File: src/rtl/axi_bus_monitor_if.sv
// axi_bus_monitor_if: the AXI4 handshake, burst-length and ID signals
// that axi_bus_monitor observes.
// The master and slave modports describe the two ends of the bus.
// The monitor modport is input-only, so the monitor cannot drive the bus.
interface axi_bus_monitor_if #(
    parameter int ID_W = 4
);
    logic            awvalid;
    logic            awready;
    logic            wvalid;
    logic            wready;
    logic            bvalid;
    logic            bready;
    logic [ID_W-1:0] bid;
    logic            arvalid;
    logic            arready;
    logic [7:0]      arlen;
    logic            rvalid;
    logic            rready;
    logic            rlast;
    logic [ID_W-1:0] rid;

    modport master (
        output awvalid, wvalid, bready, arvalid, arlen, rready,
        input  awready, wready, bvalid, bid, arready, rvalid, rlast, rid
    );

    modport slave (
        input  awvalid, wvalid, bready, arvalid, arlen, rready,
        output awready, wready, bvalid, bid, arready, rvalid, rlast, rid
    );

    modport monitor (
        input awvalid, awready, wvalid, wready, bvalid, bready, bid,
              arvalid, arready, arlen, rvalid, rready, rlast, rid
    );
endinterface

File: src/rtl/axi_bus_monitor.sv
// axi_bus_monitor: passive AXI4 monitor. It counts handshakes and commits,
// tracks outstanding read and write bursts, and checks each read burst
// length against the position of RLAST. It also flags channels whose
// valid has been held without ready for too long.
// Optional build macro: AXI_MON_DISPLAY_EN prints handshakes and flag
// rising edges. Counter and flag behaviour is the same with or without it.
module axi_bus_monitor #(
    parameter int ID_W        = 4,
    parameter int CNT_W       = 32,
    parameter int STALL_LIMIT = 100,
    parameter int RD_DEPTH    = 8,
    parameter int WR_MAX      = 15
) (
    input  logic                          clock,
    input  logic                          reset,
    input  logic                          clear,
    axi_bus_monitor_if.monitor            axi,
    input  logic                          commit,
    output logic [CNT_W-1:0]              cnt_cycle,
    output logic [CNT_W-1:0]              cnt_aw,
    output logic [CNT_W-1:0]              cnt_w,
    output logic [CNT_W-1:0]              cnt_b,
    output logic [CNT_W-1:0]              cnt_ar,
    output logic [CNT_W-1:0]              cnt_r,
    output logic [CNT_W-1:0]              cnt_commit,
    output logic [$clog2(RD_DEPTH):0]     rd_outstanding,
    output logic [$clog2(WR_MAX+1)-1:0]   wr_outstanding,
    output logic [4:0]                    stall_flag,
    output logic [3:0]                    err_flag
);
    localparam int RD_AW = $clog2(RD_DEPTH);
    localparam int WR_W  = $clog2(WR_MAX + 1);
    localparam int SW    = $clog2(STALL_LIMIT + 1);

    localparam logic [RD_AW:0]   RD_FULL = (RD_AW + 1)'(RD_DEPTH);
    localparam logic [WR_W-1:0]  WR_TOP  = WR_W'(WR_MAX);
    localparam logic [SW-1:0]    ST_LIM  = SW'(STALL_LIMIT);

    // Saturating event counter step: stops at all-ones instead of wrapping.
    function automatic logic [CNT_W-1:0] sat_inc(input logic [CNT_W-1:0] v,
                                                 input logic en);
        if (en && (v != {CNT_W{1'b1}}))
            return v + CNT_W'(1);
        return v;
    endfunction

    // Stall counter step: counts consecutive stalled cycles up to the limit.
    function automatic logic [SW-1:0] stall_next(input logic [SW-1:0] v,
                                                 input logic stalled);
        if (!stalled)
            return '0;
        if (v == ST_LIM)
            return v;
        return v + SW'(1);
    endfunction

    logic aw_hs, w_hs, b_hs, ar_hs, r_hs;

    assign aw_hs = axi.awvalid && axi.awready;
    assign w_hs  = axi.wvalid  && axi.wready;
    assign b_hs  = axi.bvalid  && axi.bready;
    assign ar_hs = axi.arvalid && axi.arready;
    assign r_hs  = axi.rvalid  && axi.rready;

    // The IDs are observed for debug only and never checked.
    logic [ID_W-1:0] unused_ids;
    assign unused_ids = axi.rid ^ axi.bid;

    // Event counters. Clear takes priority over an event in the same cycle.
    always_ff @(posedge clock) begin
        if (reset || clear) begin
            cnt_cycle  <= '0;
            cnt_aw     <= '0;
            cnt_w      <= '0;
            cnt_b      <= '0;
            cnt_ar     <= '0;
            cnt_r      <= '0;
            cnt_commit <= '0;
        end else begin
            cnt_cycle  <= sat_inc(cnt_cycle, 1'b1);
            cnt_aw     <= sat_inc(cnt_aw, aw_hs);
            cnt_w      <= sat_inc(cnt_w, w_hs);
            cnt_b      <= sat_inc(cnt_b, b_hs);
            cnt_ar     <= sat_inc(cnt_ar, ar_hs);
            cnt_r      <= sat_inc(cnt_r, r_hs);
            cnt_commit <= sat_inc(cnt_commit, commit);
        end
    end

    logic [7:0]       rd_len [RD_DEPTH];
    logic [RD_AW-1:0] rd_wptr, rd_rptr;
    logic [7:0]       beat;
    logic             rd_full, rd_empty, rd_push, rd_pop, rd_beat, beat_last;
    logic             rlast_err;
    logic [3:0]       err_set;

    // Read tracker control and error detection. The FIFO does not forward:
    // an R beat in the same cycle as the first AR sees an empty tracker.
    always_comb begin
        rd_full   = (rd_outstanding == RD_FULL);
        rd_empty  = (rd_outstanding == '0);
        beat_last = (beat == rd_len[rd_rptr]);
        rd_push   = ar_hs && !rd_full;
        rd_beat   = r_hs && !rd_empty;
        rd_pop    = rd_beat && (beat_last || axi.rlast);
        rlast_err = rd_beat && (beat_last != axi.rlast);
        err_set    = '0;
        err_set[0] = r_hs && rd_empty;
        err_set[1] = rlast_err;
        err_set[2] = ar_hs && rd_full;
        err_set[3] = b_hs && !aw_hs && (wr_outstanding == '0);
    end

    // Burst-length storage. It is data only and needs no reset.
    always_ff @(posedge clock) begin
        if (rd_push)
            rd_len[rd_wptr] <= axi.arlen;
    end

    // Read tracker pointers, occupancy and beat counter. An RLAST mismatch
    // still pops the burst, so the tracker resynchronises to the bus.
    always_ff @(posedge clock) begin
        if (reset) begin
            rd_wptr        <= '0;
            rd_rptr        <= '0;
            rd_outstanding <= '0;
            beat           <= '0;
        end else begin
            if (rd_push)
                rd_wptr <= rd_wptr + RD_AW'(1);
            if (rd_pop)
                rd_rptr <= rd_rptr + RD_AW'(1);
            case ({rd_push, rd_pop})
                2'b10:   rd_outstanding <= rd_outstanding + (RD_AW + 1)'(1);
                2'b01:   rd_outstanding <= rd_outstanding - (RD_AW + 1)'(1);
                default: rd_outstanding <= rd_outstanding;
            endcase
            if (rd_beat)
                beat <= rd_pop ? 8'd0 : beat + 8'd1;
        end
    end

    // Write tracker: AW adds a burst and B retires one. A simultaneous AW
    // and B cancel out. The count saturates at WR_MAX and floors at zero.
    always_ff @(posedge clock) begin
        if (reset)
            wr_outstanding <= '0;
        else if (aw_hs && !b_hs && (wr_outstanding != WR_TOP))
            wr_outstanding <= wr_outstanding + WR_W'(1);
        else if (b_hs && !aw_hs && (wr_outstanding != '0))
            wr_outstanding <= wr_outstanding - WR_W'(1);
    end

    logic [4:0]    ch_stalled;
    logic [4:0]    stall_set;
    logic [SW-1:0] stall_cnt [5];

    // Per-channel stall condition. The flag fires on the cycle whose count
    // reaches STALL_LIMIT, so it becomes visible one cycle later.
    always_comb begin
        ch_stalled = {axi.rvalid  && !axi.rready,
                      axi.arvalid && !axi.arready,
                      axi.bvalid  && !axi.bready,
                      axi.wvalid  && !axi.wready,
                      axi.awvalid && !axi.awready};
        stall_set = '0;
        for (int i = 0; i < 5; i++)
            stall_set[i] = (stall_next(stall_cnt[i], ch_stalled[i]) == ST_LIM);
    end

    // Stall counters follow live bus state. Clear does not touch them.
    always_ff @(posedge clock) begin
        if (reset) begin
            for (int i = 0; i < 5; i++)
                stall_cnt[i] <= '0;
        end else begin
            for (int i = 0; i < 5; i++)
                stall_cnt[i] <= stall_next(stall_cnt[i], ch_stalled[i]);
        end
    end

    // Sticky flags. Clear takes priority over a flag being set that cycle.
    always_ff @(posedge clock) begin
        if (reset || clear) begin
            err_flag   <= '0;
            stall_flag <= '0;
        end else begin
            err_flag   <= err_flag | err_set;
            stall_flag <= stall_flag | stall_set;
        end
    end

`ifdef AXI_MON_DISPLAY_EN
    // Trace of read traffic and of every rising edge of a sticky flag.
    always @(posedge clock) begin
        if (!reset) begin
            if (ar_hs)
                $display("[axi_mon] cycle %0d AR arlen=%0d", cnt_cycle, axi.arlen);
            if (r_hs)
                $display("[axi_mon] cycle %0d R rid=%0h rlast=%0b",
                         cnt_cycle, axi.rid, axi.rlast);
            for (int i = 0; i < 4; i++)
                if (err_set[i] && !err_flag[i] && !clear)
                    $display("[axi_mon] cycle %0d error flag %0d raised", cnt_cycle, i);
            for (int i = 0; i < 5; i++)
                if (stall_set[i] && !stall_flag[i] && !clear)
                    $display("[axi_mon] cycle %0d stall flag %0d raised", cnt_cycle, i);
        end
    end
`else
    // Default build: no reporting logic. The design is fully synthesisable.
`endif

endmodule

File: src/flat_wrapper.sv
// flat-port wrapper written by rule: the top's interface ports become plain ports
module axi_bus_monitor_flat 
#(
    parameter int ID_W        = 4,
    parameter int CNT_W       = 32,
    parameter int STALL_LIMIT = 100,
    parameter int RD_DEPTH    = 8,
    parameter int WR_MAX      = 15
)
  (clock, reset, clear, commit, cnt_cycle, cnt_aw, cnt_w, cnt_b, cnt_ar, cnt_r, cnt_commit, rd_outstanding, wr_outstanding, stall_flag, err_flag, axi_awvalid, axi_awready, axi_wvalid, axi_wready, axi_bvalid, axi_bready, axi_bid, axi_arvalid, axi_arready, axi_arlen, axi_rvalid, axi_rready, axi_rlast, axi_rid);
  axi_bus_monitor_if #(.ID_W(ID_W)) axi_i ();
  input  logic clock;
  input  logic reset;
  input  logic clear;
  input  logic commit;
  output logic [CNT_W-1:0] cnt_cycle;
  output logic [CNT_W-1:0] cnt_aw;
  output logic [CNT_W-1:0] cnt_w;
  output logic [CNT_W-1:0] cnt_b;
  output logic [CNT_W-1:0] cnt_ar;
  output logic [CNT_W-1:0] cnt_r;
  output logic [CNT_W-1:0] cnt_commit;
  output logic [$clog2(RD_DEPTH):0] rd_outstanding;
  output logic [$clog2(WR_MAX+1)-1:0] wr_outstanding;
  output logic [4:0] stall_flag;
  output logic [3:0] err_flag;
  input wire logic [$bits(axi_i.awvalid)-1:0] axi_awvalid;
  input wire logic [$bits(axi_i.awready)-1:0] axi_awready;
  input wire logic [$bits(axi_i.wvalid)-1:0] axi_wvalid;
  input wire logic [$bits(axi_i.wready)-1:0] axi_wready;
  input wire logic [$bits(axi_i.bvalid)-1:0] axi_bvalid;
  input wire logic [$bits(axi_i.bready)-1:0] axi_bready;
  input wire logic [$bits(axi_i.bid)-1:0] axi_bid;
  input wire logic [$bits(axi_i.arvalid)-1:0] axi_arvalid;
  input wire logic [$bits(axi_i.arready)-1:0] axi_arready;
  input wire logic [$bits(axi_i.arlen)-1:0] axi_arlen;
  input wire logic [$bits(axi_i.rvalid)-1:0] axi_rvalid;
  input wire logic [$bits(axi_i.rready)-1:0] axi_rready;
  input wire logic [$bits(axi_i.rlast)-1:0] axi_rlast;
  input wire logic [$bits(axi_i.rid)-1:0] axi_rid;
  assign axi_i.awvalid = axi_awvalid;
  assign axi_i.awready = axi_awready;
  assign axi_i.wvalid = axi_wvalid;
  assign axi_i.wready = axi_wready;
  assign axi_i.bvalid = axi_bvalid;
  assign axi_i.bready = axi_bready;
  assign axi_i.bid = axi_bid;
  assign axi_i.arvalid = axi_arvalid;
  assign axi_i.arready = axi_arready;
  assign axi_i.arlen = axi_arlen;
  assign axi_i.rvalid = axi_rvalid;
  assign axi_i.rready = axi_rready;
  assign axi_i.rlast = axi_rlast;
  assign axi_i.rid = axi_rid;
  axi_bus_monitor #(.ID_W(ID_W), .CNT_W(CNT_W), .STALL_LIMIT(STALL_LIMIT), .RD_DEPTH(RD_DEPTH), .WR_MAX(WR_MAX)) u_core (.clock(clock), .reset(reset), .clear(clear), .axi(axi_i), .commit(commit), .cnt_cycle(cnt_cycle), .cnt_aw(cnt_aw), .cnt_w(cnt_w), .cnt_b(cnt_b), .cnt_ar(cnt_ar), .cnt_r(cnt_r), .cnt_commit(cnt_commit), .rd_outstanding(rd_outstanding), .wr_outstanding(wr_outstanding), .stall_flag(stall_flag), .err_flag(err_flag));
endmodule
File: config.mk
export PLATFORM = sky130hd
export DESIGN_NAME = axi_bus_monitor_flat
export DESIGN_NICKNAME = d
export VERILOG_FILES = /design/src/rtl/axi_bus_monitor_if.sv /design/src/rtl/axi_bus_monitor.sv /design/src/flat_wrapper.sv
export SDC_FILE = /design/constraint.sdc
export NUM_CORES = 1
export LEC_CHECK = 0
export BUFFER_PORTS_ARGS = -buffer_cell sky130_fd_sc_hd__buf_2
export CORE_AREA = 2 2 173 175
export CTS_CLUSTER_DIAMETER = 40
export DETAILED_ROUTE_END_ITERATION = 7
export DIE_AREA = 0 0 175 177
export GPL_TIMING_DRIVEN = 0
export PLACE_DENSITY_LB_ADDON = 0.05
export SYNTH_ARGS = -nofsm -noshare
export SYNTH_HDL_FRONTEND = slang
export SYNTH_SLANG_ARGS = --single-unit
File: constraint.sdc
create_clock -name clock -period 4.9 [get_ports clock]
set_input_delay 0.245 -clock clock [delete_from_list [all_inputs] [get_ports clock]]
set_output_delay 0.245 -clock clock [all_outputs]
set_load 0.05 [all_outputs]
# ---- Yosys cells after proc, flatten, opt, wreduce, memory -nomap -nowiden
# Memories as Yosys holds them, arrays and structs flattened. A register that Yosys moved wholly into a read port is not among the register bits.
# Index checks and enable logic that the tools add are counted.
# Widths: inputs -> output; s select.
dict set report totals {
  latch_bits 0
  in_bits 31
  mem_bits_ro 0
  ram_bits 99
  mem_count 2
  elab_cells 210
  ff_bits 255
  output_inout_bits 241
}
# name words width rd rd_clocked_by_memory_dff wr line
set mem_list {}
lappend mem_list {u_core.rd_len 8 8 1 1 1 axi_bus_monitor.sv:90} ;# logic [7:0] rd_len [RD_DEPTH];
lappend mem_list {u_core.stall_cnt 5 7 5 0 5 axi_bus_monitor.sv:156} ;# logic [SW-1:0] stall_cnt [5];
dict set report op_classes {
  eq_ne 23
  n_div 0
  n_mux 102
  reduce_logical 43
  magnitude_cmp 0
  n_bitwise 7
  addsub 19
  shifts 0
  n_mul 0
}
# cell count
set op_table {}
lappend op_table {{$mux 7} 40}
lappend op_table {{$add 32x1->32 const B} 7}
lappend op_table {{$mux 32} 7}
lappend op_table {{$ne 32x32->1 const B} 7}
lappend op_table {{$eq 7x7->1 const B} 10}
lappend op_table {{$mux 1} 49}
lappend op_table {{$add 7x1->7 const B} 5}
lappend op_table {{$logic_and 1x1->1} 27}
lappend op_table {{$logic_not 1->1} 9}
lappend op_table {{$add 4x1->4 const B} 2}
lappend op_table {{$add 8x1->8 const B} 1}
lappend op_table {{$eq 8x8->1} 1}
lappend op_table {{$logic_not 4->1} 2}
lappend op_table {{$mux 4} 2}
lappend op_table {{$mux 8} 1}
lappend op_table {{$pmux 4 s2} 1}
lappend op_table {{$sub 4x1->4 const B} 2}
lappend op_table {{$add 3x1->3 const B} 2}
lappend op_table {{$mux 3} 2}
lappend op_table {{$or 1x1->1} 5}
lappend op_table {{$or 5x5->5} 1}
lappend op_table {{$eq 4x4->1 const B} 1}
lappend op_table {{$ne 4x4->1 const B} 1}
lappend op_table {{$or 4x4->4} 1}
lappend op_table {{6 further kinds} 8}

# ---- Longest topological paths before layout
dict set report logic_depth {
  word_depth 10
  mapped_depth 16
  ltp_nobuf 14
}

# ---- Worst setup path before layout
# Ideal clock, no wire load.
dict set report synth_timing {
  path_kind {reg-to-reg}
  startpoint {register with a tool-made name}
  endpoint {register u_core.rd_outstanding[2]}
  n_path_buf 2
  t_arrival_ns 3.924
  stages_incl_launch_ff 17
  slack_ns 0.906
  required_ns 4.830
  period_less_slack_ns 3.994
  setup_ns 0.070
  path_cell_list {dfxtp_1 clkbuf_1 buf_2 mux4_2 mux2i_1 xnor2_1 nor4_1 nand2_1 ha_1 nor3_1 ha_1 xor2_1 ha_1 a21oi_1 xor2_1 or3_1 a21oi_1}
}
# item line
set synth_rtl {}
lappend synth_rtl {{end signal, assigned} axi_bus_monitor.sv:134} ;# 2'b10: rd_outstanding <= rd_outstanding + (RD_AW + 1)'(1);
lappend synth_rtl {{end signal, assigned} axi_bus_monitor.sv:135} ;# 2'b01: rd_outstanding <= rd_outstanding - (RD_AW + 1)'(1);
lappend synth_rtl {{end signal, assigned} axi_bus_monitor.sv:136} ;# default: rd_outstanding <= rd_outstanding;
lappend synth_rtl {{end, declared} axi_bus_monitor.sv:26} ;# output logic [$clog2(RD_DEPTH):0] rd_outstanding,

==> impl_metrics.ini <==
[job]
maxCapViolations = 0

[critical_path]
crit_path_start_kind = register
reg2regPathDepth = 15
crit_path_top_delay_cell = clkbuf_1
crit_type = register to register
r2r_setup_slack_ps = 580
cp-end-kind = register
critPathMaxStageDelay_ps = 630
worstPathCellList = clkbuf_1 > mux4_2 > mux2i_1 > xnor2_1 > nor4_1 > nand2_1 > ha_1 > nor3_2 > ha_1 > xor2_1 > ha_1 > a21oi_1 > xor2_1 > or3_1 > a21oi_1
required_ps = 5370
cp_max_fo = 10
cpMostUsedCell = ha_1
arrival_ps = 4790
reg2reg_to = u_core.rd_outstanding[2]
crit_end = u_core.rd_outstanding[2]

[synth]
syn-cell-area_um2 = 16400
ys_ff_latch = 357
ys.flop_type = dfxtp_1
ys_seq_area_share_pct = 47.5
ys_warn_count = 0
syn_avg_cell_area_um2 = 9.33
syn_inst = 1757
synth_fp_nets = 1815
synth_edf_count = 64
synth.distinct_cells = 68
synth.top_cell.area_share_pct = 35.8
async_reset_ff_share_pct = 0
synth_area_leaders = dfxtp_1, edfxtp_1, xor2_1
yosysTopAreaCell = dfxtp_1

[global_routing]
grt_pass1_wl_mm = 66.9
grt_remaining_overflow = 0
grt_max_degree = 15
antenna_found_initial = 0
grt_usage_pct = 26.4
grt_pass1_vias = 13000

[timing]
finalWorstSetupSlack_ps = 578
fin_crit_sh_pct = 88.2
setup_violations = 0
slew_headroom_pct = 37.3
fin_worst_skew_ps = 9.37
report.final.slew_viol_count = 0
fmax_ghz = 0.231
finalCriticalPeriod_ps = 4320
worst_slew_pin_slew_ps = 937
hold_viol = 0
tns_ps = 0
rsz0062_at_grt = false

[clock_tree]
numClockSinks = 357
cts_root_buffer = clkbuf_16
cts_tree = built
cts_buffers = 49
htreeDepth = 2
cts.reportedPaths.clkPinSlew_ps = 60
clk_path_buf_depth = 3
cts_setup_buffers = 0
insertion_delay_ps = 550

[die]
num_io_pins = 272
initial_core_util_pct = 56.0
rows = 63
core_um2 = 29200
die_w_um = 175
dieArea_um2 = 31000
die_h_um = 177

[finish]
drive_above_1_share_pct = 18.7
area_growth_pct = 22.1
nets = 2136
final_cell_mix = dfxtp_1, nor2_1, buf_2
antenna_cells = 0
instances_no_fill = 2508
final_common_cell = dfxtp_1

[detailed_routing]
dr.first_iter.drc_count = 721
wl_per_cell_um = 16.6
ant_nets = 0
via_count = 14000
drt-total-wl_mm = 41.7
first_pass_iters = 5
vias_per_cell = 5.60
drc_errors = 0

[worst_hold_path]
hold_start = axi_awvalid
hold_path_class = input pin to register

[placement]
gp_congestion = 0.902
dp_hpwl_mm = 30.0
io_buffer_count = 262
post-place-cells = 2409
dp_slack_ps = 93.3

[power]
p_per_area_nw_per_um2 = 346
p_leak_uw = 0.00748
irDropWorstVdd_mv = 0.303
power_uw = 6930

[run_status]
status = complete, no violations
-- where the power goes --
| part | internal [µW] | switching (µW) |
|---|---|---|
| combinational | 78.2 | 179 |
| clock | 2240 | 1400 |
| sequential | 3010 | 23.8 |
| total | 5320 | 1600 |
-- routing by layer --
layer  up-vias  GRT usage (%)  share of wire [%]
li1       6897              -                  -
met1      6710           34.3                 44
met2       362           43.2                 47
met3        66           6.83                6.9
met4         0           8.51                2.4
met5         -              0                  0
-- registers in the layout, summed over array words and instances, names as in the netlist, 32 cells and up, named ones only --
signal,cells
u_core.cnt_commit,32
u_core.cnt_w,32
u_core.cnt_aw,32
u_core.cnt_b,32
u_core.stall_cnt,35
u_core.cnt_ar,32
u_core.cnt_r,32
u_core.cnt_cycle,32
u_core.rd_len,64
-- cells in the mapped netlist, drive strengths merged (3+ instances only) --
| cell type | count |
|---|---|
| nor4 | 28 |
| nand2b | 9 |
| a31oi | 13 |
| nor3 | 46 |
| and3b | 3 |
| ha | 26 |
| mux2i | 18 |
| a21oi | 59 |
| and2 | 19 |
| nor2b | 4 |
| xnor2 | 91 |
| or2 | 9 |
| mux4 | 16 |
| nand2 | 120 |
| or4b | 5 |
| xor2 | 135 |
| o211ai | 4 |
| and3 | 40 |
| a211oi | 3 |
| nand4 | 88 |
| or4 | 5 |
| or3 | 42 |
| nor4bb | 3 |
| nor2 | 279 |
| and4 | 31 |
| inv | 36 |
| o2111ai | 6 |
| nand3 | 112 |
| buf | 4 |
| clkbuf | 53 |
| nand3b | 6 |
| nor3b | 5 |
| dfxtp | 293 |
| o21ai | 47 |
| edfxtp | 64 |
| or3b | 3 |
| o31ai | 4 |
-- cell type report --
cell class                 instances  area [µm²]
multi-input combinational       1307        8260
fill                            2433        9230
tap                              390         488
sequential                       357        7790
timing repair buffer             271        1400
clock buffer                      57        1360
buffer                            56         218
inverter                          36         135
clock inverter                    34         360
-- per-stage QoR --
step                hold slack, ps  util [%]  cell area [µm²]
global placement               435      62.2            18200
CTS                           13.1      68.4            20000
detailed placement             444      62.2            18200
floorplan                      344         -            16400
global route                  24.3      68.4            20000
finish                        28.3      68.4            20000
-- worst max-delay path: cells and delay by family, from the launching register on --
family	cells	cell delay (ps)
AO/OA/AOI/OAI	2	190
XOR/XNOR	3	420
adder cells (fa/ha/maj)	3	720
buffers and inverters	1	630
flip-flops	1	300
multiplexers	2	810
AND/OR/NAND/NOR	4	1160
-- repair_timing --
action,in CTS,in global routing
setup endpoints to repair,0,2
resized for setup,0,2
hold buffers,9,0
hold endpoints to repair,65,0
-- how the worst min path moves through the flow --
stage	end	slack [ps]	depth (start not counted)
2_1_floorplan	u_core.rd_len[0][0]	340	0
3_3_place_gp	u_core.err_flag[2]	430	2
3_5_place_dp	u_core.err_flag[2]	440	2
4_1_cts	u_core.err_flag[2]	10	3
5_1_grt	u_core.stall_cnt[0][6]	20	3
6_report	u_core.stall_cnt[0][6]	30	3
-- cells by family after synthesis --
logic type	share of synthesized area (%)
muxes	3.30
DFF	47.5
buffers and inverters	2.16
xor gates and xnor gates	12.1
and+or+nand+nor	26.8
adders and majority gates	2.11
AOI/OAI and AO/OA	6.02
Power figures use the tool's default switching activity.
